## src/rtl/counter_if.sv

```systemverilog
// Bus bundle for the up/down counter: direction/enable controls in,
// registered count and wrap pulse out.
interface counter_if #(
  parameter int WIDTH = 8
);
  logic             en;
  logic             mode;
  logic [WIDTH-1:0] count_out;
  logic             wrap;

  modport master (
    output en,
    output mode,
    input  count_out,
    input  wrap
  );

  modport slave (
    input  en,
    input  mode,
    output count_out,
    output wrap
  );
endinterface

```

## src/rtl/counter.sv

```systemverilog
// Free-running unsigned up/down counter, modulo 2^WIDTH, with a registered
// one-cycle wrap pulse raised on every carry-out or borrow-out step.
module counter #(
  parameter int WIDTH = 8
) (
  input  logic      clk,
  input  logic      rst_n,
  counter_if.slave  bus
);

  localparam logic [WIDTH-1:0] ZERO     = {WIDTH{1'b0}};
  localparam logic [WIDTH-1:0] ONE      = {{(WIDTH-1){1'b0}}, 1'b1};
  localparam logic [WIDTH-1:0] ALL_ONES = {WIDTH{1'b1}};

  logic [WIDTH-1:0] count_r;
  logic [WIDTH-1:0] count_next;
  logic             wrap_r;
  logic             wrap_next;

  // Next-state: the wrap flag is the discarded carry/borrow of this step.
  always_comb begin
    count_next = count_r;
    wrap_next  = 1'b0;
    case ({bus.en, bus.mode})
      2'b11: begin
        count_next = count_r + ONE;
        wrap_next  = (count_r == ALL_ONES);
      end
      2'b10: begin
        count_next = count_r - ONE;
        wrap_next  = (count_r == ZERO);
      end
      default: begin
        count_next = count_r;
        wrap_next  = 1'b0;
      end
    endcase
  end

  // State registers; reset clears the count and cancels any pending pulse.
  always_ff @(posedge clk or negedge rst_n) begin
    if (!rst_n) begin
      count_r <= ZERO;
      wrap_r  <= 1'b0;
    end else begin
      count_r <= count_next;
      wrap_r  <= wrap_next;
    end
  end

  assign bus.count_out = count_r;
  assign bus.wrap      = wrap_r;

endmodule

```

## src/flat_wrapper.sv

```systemverilog
// flat-port wrapper written by rule: the top's interface ports become plain ports
module counter_flat 
#(
  parameter int WIDTH = 8
)
  (clk, rst_n, bus_en, bus_mode, bus_count_out, bus_wrap);
  counter_if #(.WIDTH(WIDTH)) bus_i ();
  input  logic clk;
  input  logic rst_n;
  input wire logic [$bits(bus_i.en)-1:0] bus_en;
  input wire logic [$bits(bus_i.mode)-1:0] bus_mode;
  output wire logic [$bits(bus_i.count_out)-1:0] bus_count_out;
  output wire logic [$bits(bus_i.wrap)-1:0] bus_wrap;
  assign bus_i.en = bus_en;
  assign bus_i.mode = bus_mode;
  assign bus_count_out = bus_i.count_out;
  assign bus_wrap = bus_i.wrap;
  counter #(.WIDTH(WIDTH)) u_core (.clk(clk), .rst_n(rst_n), .bus(bus_i));
endmodule
```

## config.mk

```make
export PLATFORM = sky130hd
export DESIGN_NAME = counter_flat
export DESIGN_NICKNAME = d
export VERILOG_FILES = /design/src/rtl/counter_if.sv /design/src/rtl/counter.sv /design/src/flat_wrapper.sv
export SDC_FILE = /design/constraint.sdc
export NUM_CORES = 1
export LEC_CHECK = 0
export ABC_AREA = 1
export BUFFER_PORTS_ARGS = -buffer_cell sky130_fd_sc_hd__buf_2
export CORE_MARGIN = 1
export CORE_UTILIZATION = 48
export CTS_CLUSTER_DIAMETER = 120
export DETAILED_ROUTE_END_ITERATION = 16
export PLACE_DENSITY = 0.75
export SLEW_MARGIN = 20
export SYNTH_ARGS = -nofsm -noshare
export SYNTH_HDL_FRONTEND = slang
export SYNTH_SLANG_ARGS = --single-unit
export TNS_END_PERCENT = 10
```

## constraint.sdc

```tcl
create_clock -name clk -period 1.44 [get_ports clk]
set_input_delay 0.144 -clock clk [delete_from_list [all_inputs] [get_ports clk]]
set_output_delay 0.144 -clock clk [all_outputs]
set_load 0.03 [all_outputs]
```

==> tab_implementation.tex <==
\begin{tabular}{lr}
\hline
Metric & Value \\
\hline
\multicolumn{2}{l}{\textbf{Run status}} \\
\quad Outcome & finished with violations \\
\quad Violated checks & negative setup slack \\
\multicolumn{2}{l}{\textbf{Place}} \\
\quad Number of buffers inserted by port buffering & 12 \\
\quad Weighted congestion at the end of routability-driven global placement & 0.812 \\
\quad Placement Setup Slack & -0.0576 ns \\
\quad Total half-perimeter wirelength after legalization and detailed placement & 1.38 mm \\
\multicolumn{2}{l}{\textbf{Min path}} \\
\quad Hold WC Path Type & in2async \\
\multicolumn{2}{l}{\textbf{Detailed routing}} \\
\quad Vias per Instance & 5.47 \\
\quad Starting DRC count in detailed routing & 32 \\
\quad Detailed-router iteration count before antenna repair & 4 \\
\quad Final antenna-violating net count & 0 \\
\quad Number of remaining DRC errors & 0 \\
\quad Drt wl/cell & 13.5 microns \\
\quad Final wirelength & 2.10 mm \\
\quad Total number of vias & 848 \\
\multicolumn{2}{l}{\textbf{Final layout}} \\
\quad Commonest non-fill, non-tap cells in the layout & nand2\_1 (32), buf\_4 (13), nand2\_2 (12), nand3\_1 (12), buf\_2 (12) \\
\quad Fraction of layout cells with a size suffix above 1 & 40.7\% \\
\quad Syn-to-layout area delta & 33.2\% \\
\quad Post-layout nets & 146 \\
\quad Most frequent standard cell in the layout excluding fill and tap cells & nand2\_1 \\
\quad Diode count & 0 \\
\multicolumn{2}{l}{\textbf{GRT}} \\
\quad Maximum number of pins on one net before global-route repair & 14 \\
\quad First-pass GRT wire length & 3.01 mm \\
\quad Total track usage & 22.1\% \\
\quad Number of antenna violations at the first check in global routing & 0 \\
\quad Vias in the first global route & 739 \\
\quad GR Overflow Total & 0 \\
\multicolumn{2}{l}{\textbf{STA}} \\
\quad Setup skew after layout & 0.00558 ns \\
\quad Worst slew slack as a fraction of its limit & 75.6\% \\
\quad Max-slew violation total from the final report & 0 \\
\quad Transition at the pin with the smallest max-transition slack & 0.361 ns \\
\quad Final Hold Vio Count & 0 \\
\quad Setup TNS & -0.105 ns \\
\quad Setup violations, final & 4 \\
\quad Crit path setup slack, layout & -0.0491 ns \\
\quad Final Cycle Share & 103\% \\
\quad Setup repair after global routing missed its margin & true \\
\quad Maximum achievable frequency & 0.672 GHz \\
\quad Final period demand of the worst path & 1.49 ns \\
\multicolumn{2}{l}{\textbf{Die}} \\
\quad Site Rows & 13 \\
\quad Initial core utilization & 54.8\% \\
\quad Die Outline Area & 1740 sq um \\
\quad Die Y-Extent & 41.7 microns \\
\quad Horizontal die dimension & 41.7 microns \\
\quad Std-Cell Core Area & 1380 sq um \\
\quad Number of primary I/O pins & 13 \\
\multicolumn{2}{l}{\textbf{Yosys}} \\
\quad Register area share after synthesis & 29.8\% \\
\quad Cell area after technology mapping & 757 sq um \\
\quad Synthesized area per cell & 6.76 sq um \\
\quad Synthesized flop and latch total & 9 \\
\quad Cell count after synthesis & 112 \\
\quad Yosys warning total & 0 \\
\quad Yosys cell types & 25 \\
\quad Mapped Nets & 117 \\
\multicolumn{2}{l}{\textbf{Clocking}} \\
\quad TritonCTS Buffers & 3 \\
\quad Clock transition time at the flip-flop clock pins of the worst setup and hold paths & 0.06 ns \\
\quad Deepest clock path buffer count & 2 \\
\quad Root buffer cell & clkbuf\_4 \\
\quad Source-to-sink clock delay at the later pin of the worst-skew pair & 0.26 ns \\
\quad H-tree levels & 1 \\
\quad CTS tree & yes \\
\quad Sinks on the clock net & 9 \\
\multicolumn{2}{l}{\textbf{Worst setup path}} \\
\quad Capture point of the worst reg-to-reg path & u\_core.bus.count\_out[4]\$\_DFFE\_PN0P\_ \\
\quad Data required time of the worst path & 1.58 ns \\
\quad Beginning of the worst register-to-register path & u\_core.bus.count\_out[1]\$\_DFFE\_PN0P\_ \\
\quad Worst setup path endpoint & u\_core.bus.count\_out[4]\$\_DFFE\_PN0P\_ \\
\quad Critical path startpoint category & flip-flop \\
\quad Worst r2r path cells & 13 \\
\quad Worst-path maximum fanout & 4 \\
\quad Kind of critical path & reg2reg \\
\quad Internal reg-to-reg setup slack & -0.05 ns \\
\quad Data arrival at the endpoint of the critical path & 1.63 ns \\
\quad Worst setup EP type & flip-flop \\
\quad Critical Path Source & u\_core.bus.count\_out[1]\$\_DFFE\_PN0P\_ \\
\multicolumn{2}{l}{\textbf{Power and ir drop}} \\
\quad Leakage power & 0.536 nW \\
\quad Worst vdd ir & 1.42 mV \\
\quad Power per cell area & 1990 nW/um\^{}2 \\
\multicolumn{2}{l}{\textbf{Run}} \\
\quad Max\_cap viols & 0 \\
\hline
\end{tabular}
==> logic make-up after synthesis <==
family          count (synthesis)  share of synthesized area [%]
simple gates                   73                           47.3
xor+xnor                        2                           2.31
fa+ha+maj                       1                           1.65
flops                           9                           29.8
compound gates                  9                           8.59
buf+inv                        18                           10.4
==> cell type report <==
class	count	area (sq um)
Clock buffer	4	26.3
Fill cell	102	374
Inverter	16	62.6
Multi-Input combinational cell	85	507
Sequential cell	9	226
Tap cell	15	18.8
Timing Repair Buffer	26	168
==> Yosys cell counts (all sizes together) <==
library cell  count  area [sq um]
buf               2          16.3
dfrtp             9           225
ha                1          12.5
inv              16          62.6
nand2            45           200
nand3            16          90.1
nand3b            1          7.51
nand4             2          12.5
nor2              7          36.3
nor3              1          5.00
o211ai            1          7.51
o21ai             6          30.0
o21bai            1          18.8
o41ai             1          8.76
or2               1          6.26
xor2              2          17.5
==> routing by layer <==
layer	part of all wire [%]	vias to the layer above	GRT usage, %
li1	-	416	-
met1	40	386	30.4
met2	52	40	35.6
met3	6.3	6	2.61
met4	1.0	0	7.74
met5	0	-	0
==> report_power, final <==
group          internal, mW  total [mW]  leakage [nW]  switching [mW]
logic                 0.475        1.31         0.412           0.834
registers             0.359       0.509         0.109           0.150
clock network         0.106       0.187        0.0150          0.0804
==> how the worst min path moves through the flow <==
stage | start | depth (start not counted) | slack (ns) | to
global route | rst_n | 2 | 0.29 | u_core.bus.count_out[4]$_DFFE_PN0P_
finish | rst_n | 2 | 0.25 | u_core.bus.count_out[6]$_DFFE_PN0P_
detailed placement | rst_n | 1 | -0.002 | u_core.bus.count_out[4]$_DFFE_PN0P_
CTS | rst_n | 2 | 0.25 | u_core.bus.count_out[6]$_DFFE_PN0P_
global placement | rst_n | 1 | -0.008 | u_core.bus.count_out[6]$_DFFE_PN0P_
floorplan | rst_n | 0 | -0.15 | u_core.bus.count_out[0]$_DFFE_PN0P_
==> worst max-delay path: stages, from the launching register on <==
cell and delay [ns]:
dfrtp_2 0.43, nand3_2 0.08, nand2_2 0.06, inv_2 0.07
ha_4 0.13, inv_2 0.03, nand2_2 0.04, inv_2 0.05
nor2_4 0.13, nand2_2 0.07, o21ai_1 0.06, nand2_1 0.07
nand3_2 0.07, o21ai_2 0.07
==> through the flow <==
step | instance area [sq um] | utilization (%) | total power [mW] | cells | hold WS, ns
2_1_floorplan | 758 | - | 1.27 | 112 | -0.152
3_3_place_gp | 903 | 65.3 | 1.57 | 148 | -0.00756
3_5_place_dp | 903 | 65.3 | 1.60 | 148 | -0.00223
4_1_cts | 952 | 68.9 | 1.83 | 154 | 0.255
5_1_grt | 1010 | 72.9 | 2.15 | 155 | 0.288
6_report | 1010 | 72.9 | 2.00 | 155 | 0.255
==> flip-flops by register name, summed over array words and instances (netlist names) <==
| register | cells |
|---|---|
| u_core.bus.count_out | 8 |
| u_core.bus.wrap | 1 |
==> repair_timing <==
| action | 4_1_cts | 5_1_grt |
|---|---|---|
| setup buffers | 1 | 1 |
| endpoints found under the hold margin | 9 | 0 |
| gates resized for setup | 2 | 14 |
| hold buffers | 1 | 0 |
| pin swaps | 0 | 7 |
| setup endpoints to repair | 2 | 3 |
No activity file was read; power rests on OpenSTA's default activity.
